[src/rtl/pc_fetch_unit.sv]
// ----------------------------------------------------------------------------
// pc_fetch_unit
//   Owns the program counter of the 16-bit CPU and drives instruction fetch.
//   It returns PC+1 to the PC-select mux and takes the mux's selection back
//   as a redirect. Fetched words are held in the IF/ID output register.
//   Interrupt entry (jump to INT_VECTOR, save epc) and return (eret) are
//   sequenced here.
//
// Ports
//   i_clk         clock, rising edge
//   i_rst_n       asynchronous active-low reset
//   i_pc_sel      [15:0] redirect target from the PC-select mux
//   i_redirect    load i_pc_sel as the next PC (taken branch/jump)
//   i_stall       decode cannot accept; hold PC and IF outputs
//   i_int_req     level interrupt request
//   i_eret        return from interrupt, resume at epc
//   i_imem_ready  i_imem_data is valid this cycle for o_imem_addr
//   i_imem_data   [15:0] instruction word
//   o_imem_req    fetch request
//   o_imem_addr   [15:0] fetch address (= pc)
//   o_pc_next     [15:0] pc+1, wraps FFFF -> 0000
//   o_if_valid    o_if_instr/o_if_pc hold a valid instruction
//   o_if_instr    [15:0] fetched instruction
//   o_if_pc       [15:0] address of o_if_instr
//   o_epc         [15:0] saved resume PC
//   o_int_ack     one-cycle pulse on interrupt entry
// ----------------------------------------------------------------------------
module pc_fetch_unit #(
    parameter logic [15:0] RESET_PC   = 16'h0000,
    parameter logic [15:0] INT_VECTOR = 16'h0005
) (
    input  logic        i_clk,
    input  logic        i_rst_n,
    input  logic [15:0] i_pc_sel,
    input  logic        i_redirect,
    input  logic        i_stall,
    input  logic        i_int_req,
    input  logic        i_eret,
    input  logic        i_imem_ready,
    input  logic [15:0] i_imem_data,
    output logic        o_imem_req,
    output logic [15:0] o_imem_addr,
    output logic [15:0] o_pc_next,
    output logic        o_if_valid,
    output logic [15:0] o_if_instr,
    output logic [15:0] o_if_pc,
    output logic [15:0] o_epc,
    output logic        o_int_ack
);

    typedef enum logic [1:0] {
        ST_BOOT   = 2'd0,
        ST_FETCH  = 2'd1,
        ST_INTENT = 2'd2
    } state_t;

    // IF/ID output register bundle
    typedef struct packed {
        logic        valid;
        logic [15:0] instr;
        logic [15:0] pc;
    } if_reg_t;

    state_t      r_state,    w_state_nxt;
    logic [15:0] r_pc,       w_pc_nxt;
    logic [15:0] r_epc,      w_epc_nxt;
    logic        r_int_mask, w_int_mask_nxt;
    if_reg_t     r_if,       w_if_nxt;

    logic [15:0] w_pc_inc;

    // 16-bit modulo increment: FFFF wraps to 0000 naturally
    assign w_pc_inc = r_pc + 16'd1;

    // ------------------------------------------------------------------------
    // State and datapath registers
    // ------------------------------------------------------------------------
    always_ff @(posedge i_clk or negedge i_rst_n) begin
        if (!i_rst_n) begin
            r_state    <= ST_BOOT;
            r_pc       <= RESET_PC;
            r_epc      <= 16'h0000;
            r_int_mask <= 1'b0;
            r_if       <= '0;
        end else begin
            r_state    <= w_state_nxt;
            r_pc       <= w_pc_nxt;
            r_epc      <= w_epc_nxt;
            r_int_mask <= w_int_mask_nxt;
            r_if       <= w_if_nxt;
        end
    end

    // ------------------------------------------------------------------------
    // Next-state / datapath update
    // ------------------------------------------------------------------------
    always_comb begin
        w_state_nxt    = r_state;
        w_pc_nxt       = r_pc;
        w_epc_nxt      = r_epc;
        w_int_mask_nxt = r_int_mask;
        w_if_nxt       = r_if;

        case (r_state)
            // One dead cycle out of reset; no control input is honoured.
            ST_BOOT: begin
                w_state_nxt = ST_FETCH;
            end

            // Vector already loaded on entry; just return to fetching.
            ST_INTENT: begin
                w_state_nxt = ST_FETCH;
            end

            ST_FETCH: begin
                if (i_redirect) begin
                    // Wins over everything, including a pending interrupt:
                    // the level int_req is then taken next cycle with
                    // epc = the redirect target, so the branch survives.
                    w_pc_nxt       = i_pc_sel;
                    w_if_nxt.valid = 1'b0;
                end else if (i_eret) begin
                    w_pc_nxt       = r_epc;
                    w_int_mask_nxt = 1'b0;
                    w_if_nxt.valid = 1'b0;
                end else if (i_int_req && !r_int_mask) begin
                    w_epc_nxt      = r_pc;
                    w_pc_nxt       = INT_VECTOR;
                    w_int_mask_nxt = 1'b1;
                    w_if_nxt.valid = 1'b0;
                    w_state_nxt    = ST_INTENT;
                end else if (i_stall) begin
                    // Hold pc and the IF register; any response is dropped.
                end else if (i_imem_ready) begin
                    w_if_nxt.valid = 1'b1;
                    w_if_nxt.instr = i_imem_data;
                    w_if_nxt.pc    = r_pc;
                    w_pc_nxt       = w_pc_inc;
                end else begin
                    // Memory wait state: bubble into decode.
                    w_if_nxt.valid = 1'b0;
                end
            end

            default: begin
                w_state_nxt = ST_BOOT;
            end
        endcase
    end

    // ------------------------------------------------------------------------
    // Outputs
    // ------------------------------------------------------------------------
    assign o_imem_req  = (r_state == ST_FETCH) && !i_stall;
    assign o_imem_addr = r_pc;
    assign o_pc_next   = w_pc_inc;
    assign o_if_valid  = r_if.valid;
    assign o_if_instr  = r_if.instr;
    assign o_if_pc     = r_if.pc;
    assign o_epc       = r_epc;
    assign o_int_ack   = (r_state == ST_INTENT);

endmodule

[config.mk]
export PLATFORM = sky130hd
export DESIGN_NAME = pc_fetch_unit
export DESIGN_NICKNAME = d
export VERILOG_FILES = /design/src/rtl/pc_fetch_unit.sv
export SDC_FILE = /design/constraint.sdc
export NUM_CORES = 1
export LEC_CHECK = 0
export BUFFER_PORTS_ARGS = -buffer_cell sky130_fd_sc_hd__buf_2
export CAP_MARGIN = 25
export CORE_ASPECT_RATIO = 0.8
export CORE_MARGIN = 5
export CORE_UTILIZATION = 47
export CTS_BUF_LIST = sky130_fd_sc_hd__clkbuf_8
export DETAILED_ROUTE_END_ITERATION = 12
export GPL_ROUTABILITY_DRIVEN = 0
export PLACE_DENSITY = 0.79
export SYNTH_ARGS = -nofsm -noshare
export SYNTH_HDL_FRONTEND = slang
export SYNTH_SLANG_ARGS = --single-unit
[constraint.sdc]
create_clock -name i_clk -period 1.65 [get_ports i_clk]
set_input_delay 0.165 -clock i_clk [delete_from_list [all_inputs] [get_ports i_clk]]
set_output_delay 0.165 -clock i_clk [all_outputs]
set_load 0.1 [all_outputs]
==> results_dict.tcl <==
set metrics [dict create \
    cts_sinks 68 \
    slowest_delay_ns 0.46 \
    hold_start "i_imem_data[3]" \
    dieHeight_um 86.2 \
    grt_usage_pct 27.3 \
    cts_tree "done" \
    dieArea_mm2 0.00907 \
    final_hold_viol_count 0 \
    path_class "register to primary output" \
    syn_to_final_growth_pct 75.7 \
    hpwlAfterDp_um 7900 \
    clock-skew-final_ns 0.00873 \
    worst_slack_ns -0.453 \
    period_share_pct 127 \
    period_needed_ns 2.10 \
    relSlewSlack_pct 66.6 \
    start_util_pct 49.0 \
    synth_fp_nets 335 \
    vias 3561 \
    whs_ns 0.0142 \
    run_status "complete, but fails checks" \
    synth_ff_type "dfrtp_1" \
    cts-root-buf "clkbuf_8" \
    met1_usage_pct 32.4 \
    violations "setup timing" \
    core_area_mm2 0.00696 \
    rsz0062_at_grt "yes" \
    cts_buffers 9 \
    grt_max_degree 32 \
    drt_wl_total_um 14000 \
    setup_viol 55 \
    ys_async_sr_fraction_pct 100 \
    met2_usage_pct 45.1 \
    crit_fanout 6 \
    report.final.slew_viol_count 0 \
    r2r-start "o_imem_addr[1]$_DFFE_PN0P_" \
    htree_levels 3 \
    grt_pass1_vias 3678 \
    insertion_delay_ns 0.36 \
    grt_antenna_before_repair 0 \
    critical_path.startpoint "o_imem_addr[1]$_DFFE_PN0P_" \
    dp.cells 531 \
    cp-start-kind "register" \
    final_area_mm2 0.00599 \
    yosys_warnings 0 \
    cts_max_path_buffers 2 \
    synth_edf_count 0 \
    final_cells 580 \
    syn_avg_cell_area_um2 11.6 \
    cp_cell_sequence "ha_4 > nand3_4 > nor3_2 > buf_4 > xor2_4 > buf_12" \
    diodes 0 \
    io_pins 122 \
    grtUsageMet3_pct 9.68 \
    yosys.cell_types.count 53 \
    wire_per_inst_um 24.2 \
    overflow 0 \
    cp-end-kind "primary output" \
    required_ns 1.48 \
    yosysSeqAreaShare_pct 49.9 \
    drive_gt1_share_pct 65.5 \
    final_nets 528 \
    tightestPinTransition_ns 0.494 \
    syn-cell-area_mm2 0.00341 \
    crit_arrival_ns 1.94 \
    rows 27 \
    syn_inst 295 \
    drtIter0Drc 298 \
    port_buffers 121 \
    cts.clk_slew.worst_paths_ns 0.09 \
    placed_area_mm2 0.00511 \
    max_freq_mhz 475 \
    postRouteAntennaNets 0 \
    die_x_um 105 \
    via_per_inst 6.14 \
    hp-class "input pin to register" \
    dr.pass1.iters 5 \
    fillerInstances 304 \
    drc 0 \
    slowest_stage "dfrtp_4" \
    top_usage_layer "met2" \
    synth-seq-cells 68 \
    grt_pass1_wl_um 19500 \
    timing.max_cap.violations 0 \
]
==> sequential cells by signal (all words and copies together) (netlist names) <==
signal / flops
o_epc: 16
o_if_instr: 16
o_if_pc: 16
o_imem_addr: 16
r_state: 2
o_if_valid: 1
r_int_mask: 1
==> cell usage in the layout, fill, tap and decap left out, drive strengths merged, types with 3 or more instances in the layout <==
cell         Yosys  final
a211o            4      4
nor2             8      8
mux2            47     47
nor3b            6      6
xnor2            5      5
buf             10    198
xor2             8      8
a31oi            8      8
dfrtp           68     68
nand2           13     13
a221oi           4      4
a21oi            9      9
clkbuf          12     11
dlygate4sd3      0      4
nor3             8      8
inv              9     13
or3             10     10
nor2b            4      4
o311ai           3      3
nor4             5      5
o21ai           16     16
nand3            5      5
nand4            4      4
mux2i            6      6
==> cell type report <==
type	count	area, um^2	area share [%]
clock buffers	9	124	2.07
clock inverters	7	82.6	1.38
inverters	9	36.3	0.606
multi-input cells	196	2210	36.8
flip-flops and latches	68	1760	29.3
well taps	87	109	1.82
repair buffers	204	1670	27.9
==> layer usage <==
metal,routed length (um),vias up
met3,1360,59
met4,587,0
met5,0,-
met1,5100,1766
li1,-,1477
met2,6970,259
==> synth_stat cells (2+ instances only) <==
| cell type | n | share of area (%) |
|---|---|---|
| a211o_1 | 4 | 1.0 |
| a21oi_1 | 9 | 1.3 |
| a221oi_1 | 4 | 1.0 |
| a31oi_1 | 8 | 1.5 |
| buf_1 | 2 | 0.22 |
| buf_2 | 7 | 1.0 |
| clkbuf_1 | 12 | 1.3 |
| dfrtp_1 | 68 | 50 |
| inv_1 | 7 | 0.77 |
| inv_2 | 2 | 0.22 |
| mux2_1 | 47 | 16 |
| mux2i_1 | 6 | 1.8 |
| nand2_1 | 12 | 1.3 |
| nand2b_1 | 2 | 0.37 |
| nand3_1 | 4 | 0.59 |
| nand4_1 | 2 | 0.37 |
| nand4_4 | 2 | 1.2 |
| nor2_1 | 7 | 0.77 |
| nor2b_1 | 4 | 0.73 |
| nor3_1 | 8 | 1.2 |
| nor3b_1 | 5 | 1.1 |
| nor4_2 | 4 | 1.5 |
| o211a_1 | 2 | 0.59 |
| o21a_1 | 2 | 0.44 |
| o21ai_0 | 2 | 0.29 |
| o21ai_1 | 14 | 2.1 |
| o22ai_1 | 2 | 0.37 |
| o311ai_1 | 2 | 0.51 |
| or3_1 | 10 | 1.8 |
| xnor2_1 | 5 | 1.3 |
| xor2_1 | 8 | 2.1 |
==> worst paths after layout <==
check | end | slack (ns) | cells past startpoint
worst max-delay path | o_pc_next[10] | -0.45 | 6
worst min-delay path | o_if_instr[3]$_DFFE_PN0P_ | 0.01 | 2
worst max register to register | o_imem_addr[12]$_DFFE_PN0P_ | -0.20 | 9
worst min register to register | o_if_pc[13]$_DFFE_PN0P_ | 0.50 | 1
max in group asynchronous | o_if_pc[2]$_DFFE_PN0P_ | 0.85 | 3
min in group asynchronous | o_epc[7]$_DFFE_PN0P_ | 0.21 | 2
==> stage by stage <==
stage	util, %	worst slack [ns]	setup TNS, ns
2_1_floorplan	-	-0.605	-8.82
3_3_place_gp	73.5	-0.0409	-0.104
3_5_place_dp	73.5	-0.0678	-0.882
4_1_cts	81.2	-0.431	-4.44
5_1_grt	86.1	-0.522	-8.92
6_report	86.1	-0.453	-6.79
==> critical path: cells and delay by family, from the launching register on <==
| kind | cells | cell delay [ns] |
|---|---|---|
| xor gates and xnor gates | 1 | 0.17 |
| adders and majority gates | 1 | 0.16 |
| buffers and inverters | 2 | 0.38 |
| DFF | 1 | 0.46 |
| and+or+nand+nor | 2 | 0.40 |
==> timing repair <==
| action | CTS | global route |
|---|---|---|
| hold buffers | 4 | 0 |
| pin swaps | 17 | 16 |
| gates cloned | 2 | 2 |
| endpoints found under the setup margin | 59 | 62 |
| endpoints found under the hold margin | 48 | 0 |
| resized for setup | 32 | 66 |
| buffers inserted | 18 | 13 |
==> cell families (layout without fill, tap and decap cells) <==
group	count (synthesis)	after routing	synth area share [%]
muxes	53	53	17.3
buffers and inverters	31	229	3.78
adders and majority gates	1	1	0.367
xor gates and xnor gates	13	13	3.34
and+or+nand+nor	70	70	13.6
AOI/OAI and AO/OA	59	59	11.7
DFF	68	68	49.9
Power is not shown: default switching activity piles up to over one toggle a cycle in this logic, so the estimate is an artifact.
